$ cat config.mk
export PLATFORM = sky130hd
export DESIGN_NAME = pipe_stage_reg
export DESIGN_NICKNAME = d
export VERILOG_FILES = /design/src/rtl/pipe_stage_reg.sv
export SDC_FILE = /design/constraint.sdc
export NUM_CORES = 1
export LEC_CHECK = 0
export CAP_MARGIN = 20
export CORE_AREA = 2 2 142 144
export CTS_CLUSTER_DIAMETER = 30
export DETAILED_ROUTE_END_ITERATION = 8
export DIE_AREA = 0 0 144 146
export GPL_TIMING_DRIVEN = 0
export PLACE_DENSITY = 0.77
export SYNTH_ARGS = -nofsm -noshare
export SYNTH_HDL_FRONTEND = slang
export SYNTH_SLANG_ARGS = --single-unit
$ cat constraint.sdc
create_clock -name clk -period 3.8 [get_ports clk]
set_clock_uncertainty 0.05 [all_clocks]
set_input_delay 0.57 -clock clk [delete_from_list [all_inputs] [get_ports clk]]
set_output_delay 0.57 -clock clk [all_outputs]
set_load 0.03 [all_outputs]
$ cat src/rtl/pipe_stage_reg.sv
`default_nettype none
// ============================================================================
//  Module   : pipe_stage_reg
//  Purpose  : Inter-stage pipeline register (payload, PC, valid, write-enables)
//             with stall/bubble/flush handling and saturating stall and bubble
//             performance counters.
//  Revision : 1.0  initial release
// ============================================================================
module pipe_stage_reg #(
    parameter int              PAYLOAD_W       = 128,
    parameter int              NUM_WE          = 4,
    parameter int              PC_W            = 32,
    parameter int              CLEAR_ON_BUBBLE = 1,
    parameter int              CNT_W           = 16,
    parameter logic [PC_W-1:0] RST_PC          = '0
) (
    input  logic                 clk,
    input  logic                 rst,
    input  logic                 in_valid,
    input  logic [PAYLOAD_W-1:0] in_payload,
    input  logic [NUM_WE-1:0]    in_we,
    input  logic [PC_W-1:0]      in_pc,
    input  logic                 stall_cur,
    input  logic                 stall_next,
    input  logic                 flush,
    input  logic                 cnt_clr,
    output logic                 out_valid,
    output logic [PAYLOAD_W-1:0] out_payload,
    output logic [NUM_WE-1:0]    out_we,
    output logic [PC_W-1:0]      out_pc,
    output logic [CNT_W-1:0]     stall_cnt,
    output logic [CNT_W-1:0]     bubble_cnt
);

    localparam logic [CNT_W-1:0] c_CNT_MAX = {CNT_W{1'b1}};
    localparam logic [CNT_W-1:0] c_CNT_ONE = CNT_W'(1);

    // Stage state and its next-state values
    logic                 valid_q,   valid_d;
    logic [PAYLOAD_W-1:0] payload_q, payload_d;
    logic [NUM_WE-1:0]    we_q,      we_d;
    logic [PC_W-1:0]      pc_q,      pc_d;
    logic [CNT_W-1:0]     scnt_q,    scnt_d;
    logic [CNT_W-1:0]     bcnt_q,    bcnt_d;

    // Operation decode; flush outranks every stall combination
    logic w_kill;
    logic w_bubble;
    logic w_load;

    assign w_kill   = flush;
    assign w_bubble = !flush && stall_cur && !stall_next;
    assign w_load   = !flush && !stall_cur;

    // Next-state for the carried contents; HOLD is the default (keep values)
    always_comb begin
        valid_d   = valid_q;
        payload_d = payload_q;
        we_d      = we_q;
        pc_d      = pc_q;
        if (w_kill || w_bubble) begin
            valid_d = 1'b0;
            we_d    = '0;
            pc_d    = RST_PC;
            if (CLEAR_ON_BUBBLE != 0) begin
                payload_d = '0;
            end
        end else if (w_load) begin
            valid_d   = in_valid;
            payload_d = in_payload;
            pc_d      = in_pc;
            // Write-enables of a non-instruction must never reach the consumer
            we_d      = in_valid ? in_we : '0;
        end
    end

    // Next-state for the saturating counters; clear beats increment
    always_comb begin
        scnt_d = scnt_q;
        bcnt_d = bcnt_q;
        if (cnt_clr) begin
            scnt_d = '0;
            bcnt_d = '0;
        end else begin
            if (stall_cur && (scnt_q != c_CNT_MAX)) begin
                scnt_d = scnt_q + c_CNT_ONE;
            end
            if (w_bubble && (bcnt_q != c_CNT_MAX)) begin
                bcnt_d = bcnt_q + c_CNT_ONE;
            end
        end
    end

    // State registers with asynchronous active-low reset
    always_ff @(posedge clk or negedge rst) begin
        if (!rst) begin
            valid_q   <= 1'b0;
            payload_q <= '0;
            we_q      <= '0;
            pc_q      <= RST_PC;
            scnt_q    <= '0;
            bcnt_q    <= '0;
        end else begin
            valid_q   <= valid_d;
            payload_q <= payload_d;
            we_q      <= we_d;
            pc_q      <= pc_d;
            scnt_q    <= scnt_d;
            bcnt_q    <= bcnt_d;
        end
    end

    assign out_valid   = valid_q;
    assign out_payload = payload_q;
    assign out_we      = we_q;
    assign out_pc      = pc_q;
    assign stall_cnt   = scnt_q;
    assign bubble_cnt  = bcnt_q;

endmodule
`default_nettype wire

==> metrics.txt <==
Post-CTS Setup Inserts=0; hold buffer count at cts=0; area share of the largest cell type after synthesis=0.654; R2R Setup Slk=1460 ps; Worst slew margin=0.402; number of flops mapped to enable cells by yosys=0; dpl cells=1,193; utilization after layout=0.628; largest net degree at the start of global routing=117; library cells used by synthesis=42; Root Buffer=clkbuf_16; DRC Markers=0; reg2reg end=stall_cnt[1]; Non-Filler Instances=1,225; initial DRC count=294; Post-Route Setup TNS=0 ps; core area=19,300 um^2; Synth Register Bits=197; vias=6,402; GP Congestion=0.811; Post-synth top flop=dfrtp_1; Avg Cell Area, Syn=13.4 um^2; Chip Height=146 um; Post-synth ARST share=1.00; CP peak stage delay=630 ps; P&R area growth vs syn=61.2%; Final min period=2410 ps; first-pass GRT wire length=37,200 um; register area share after synthesis=0.654; Die ar.=21,000 um^2; gr usage total=0.231; RSZ-0062 raised after global routing=no; TritonCTS Buffers=17; period utilisation layout=0.634; hpwl dp=17,600 um; Initial Util=0.390; Top Family by Delay on Critical Path=buffers and inverters; layout cells sized above 1=0.0459; Horiz. Die Dim=144 um; clock-pin slew on the worst setup and hold paths=80 ps; # clock sinks=197; Synthesized Nets=734; final max-slew violation count=0; vias in the first global route=6,465; I/O pins=368; Detailed Routing Iterations Pass 1=6; CTS Buffer Depth=2; initial antenna violation count=1; post-synth top area cell=dfrtp_1; drt wl/cell=19.7 um; H-tree levels=4; Post-Route WL=24,100 um; worst r2r src=stall_cnt[0]; status=complete, no violations; CP bufs+invs=2; CTS tree=done; Hold Fails Final Rpt=0; Pwr per Cell Area=393 nW/um^2; IO Port Bufs=366; routed vias/inst=5.23; final net count=1,120; Pleak=5.21 nW; Area contributors post-synth=dfrtp_1, a22o_1, clkbuf_1; DRT antenna net count=0; Core Rows=51; peak supply drop=0.278 mV; r2r worst-path depth=6; total power=4.77 mW; max-cap violations=0; worst path required time=4050 ps; YS warnings=0; Syn Inst Count=561; worst hold path class=input pin to asynchronous set/reset pin; critical path class=input pin to register; critical path arrival=2660 ps; worst-path maximum fanout=10; endpoint type of the worst setup path=register; grt ovf=0; pre-CTS setup slack=897 ps; Worst-Skew Late Latency=430 ps; Final setup violation count=0; Crit-path slowest cell=clkdlybuf4s50_1; CP startpoint kind=input pin; Slew @ Worst Pin=898 ps; worst-path cell chain=clkdlybuf4s50_1 > or3b_1 > clkbuf_1 > nor4_1 > mux2_1; fmax=0.415 GHz; post-CTS sizing=0; Post-Syn Area=7530 um^2; setup ws final=1390 ps
[cell usage after synthesis, types with 2 or more instances]
library cell / number
a211oi_1: 4
and3b_1: 2
clkbuf_1: 39
nor4b_1: 2
mux2i_1: 3
nand4_1: 9
nor3_1: 4
a21oi_1: 18
nand3_1: 8
ha_1: 2
o21ai_0: 9
mux2_2: 4
a22o_1: 161
and3_1: 3
a32o_1: 4
nand2_1: 11
nor2_1: 15
buf_1: 3
nor2b_1: 5
inv_1: 6
xnor2_1: 2
o31ai_1: 10
buf_2: 2
nor4_1: 2
and4_1: 4
or4_1: 9
or3_1: 9
dfrtp_1: 197
[how the worst max path moves through the flow]
stage                            start          endpoint  slack, ps  depth (start not counted)
after global placement             rst     stall_cnt[11]      -6170                          1
after floorplan           stall_cnt[0]      stall_cnt[1]       1660                          6
after global routing      stall_cnt[0]      stall_cnt[3]       1240                          6
final                        stall_cur     bubble_cnt[7]       1390                          5
after CTS                    stall_cur  out_payload[106]       1360                          5
after detailed placement     stall_cur  out_payload[109]        900                          5
[cell usage in the layout, fill, tap and decap left out, types with 10 or more instances in the layout]
cell / synthesis / routed
o31ai_1: 10 / 10
a21oi_1: 18 / 18
a22o_1: 161 / 161
nor2_1: 15 / 15
clkdlybuf4s50_1: 0 / 365
dfrtp_1: 197 / 197
clkbuf_1: 39 / 39
clkbuf_16: 0 / 17
nand2_1: 11 / 11
[layer usage]
metal / track usage / wire length [um] / vias up
li1: - / - / 2940
met1: 0.290 / 9950 / 3175
met2: 0.382 / 11900 / 246
met3: 0.0612 / 1600 / 41
met4: 0.0873 / 662 / 0
met5: 0 / 0 / -
[area by class of cell]
class	instances	area [um^2]
Antenna cell	1	2.50
Buffer	44	168
Clock buffer	18	439
Clock inverter	13	138
Fill cell	1522	7190
Inverter	6	22.5
Multi-Input combinational cell	314	2410
Sequential cell	197	4930
Tap cell	265	332
Timing Repair Buffer	367	3700
[metrics by stage]
step                      hold WS (ps)  area [um^2]
after floorplan                    224         7530
after CTS                          196        12100
after global routing               196        12100
final                              123        12100
after global placement             424        11500
after detailed placement           431        11600
[flip-flops by register name, indices dropped and copies added (netlist names)]
register	cells
bubble_cnt	16
out_pc	32
out_we	4
out_payload	128
out_valid	1
stall_cnt	16
[power by group]
part | leakage, nW | internal, mW | switching [mW]
Combinational | 2.28 | 0.366 | 0.383
Sequential | 2.66 | 2.18 | 0.0526
Clock | 0.283 | 0.942 | 0.851
[kinds of logic after synthesis]
group                    Yosys count  share of synthesized area
buffers and inverters             50                     0.0252
multiplexers                       8                     0.0115
adder cells (fa/ha/maj)            2                    0.00332
AND/OR/NAND/NOR                   91                     0.0722
XOR/XNOR                           3                    0.00349
AO/OA/AOI/OAI                    210                      0.230
flip-flops                       197                      0.654
Note: power is estimated with default switching activity, not from simulation.
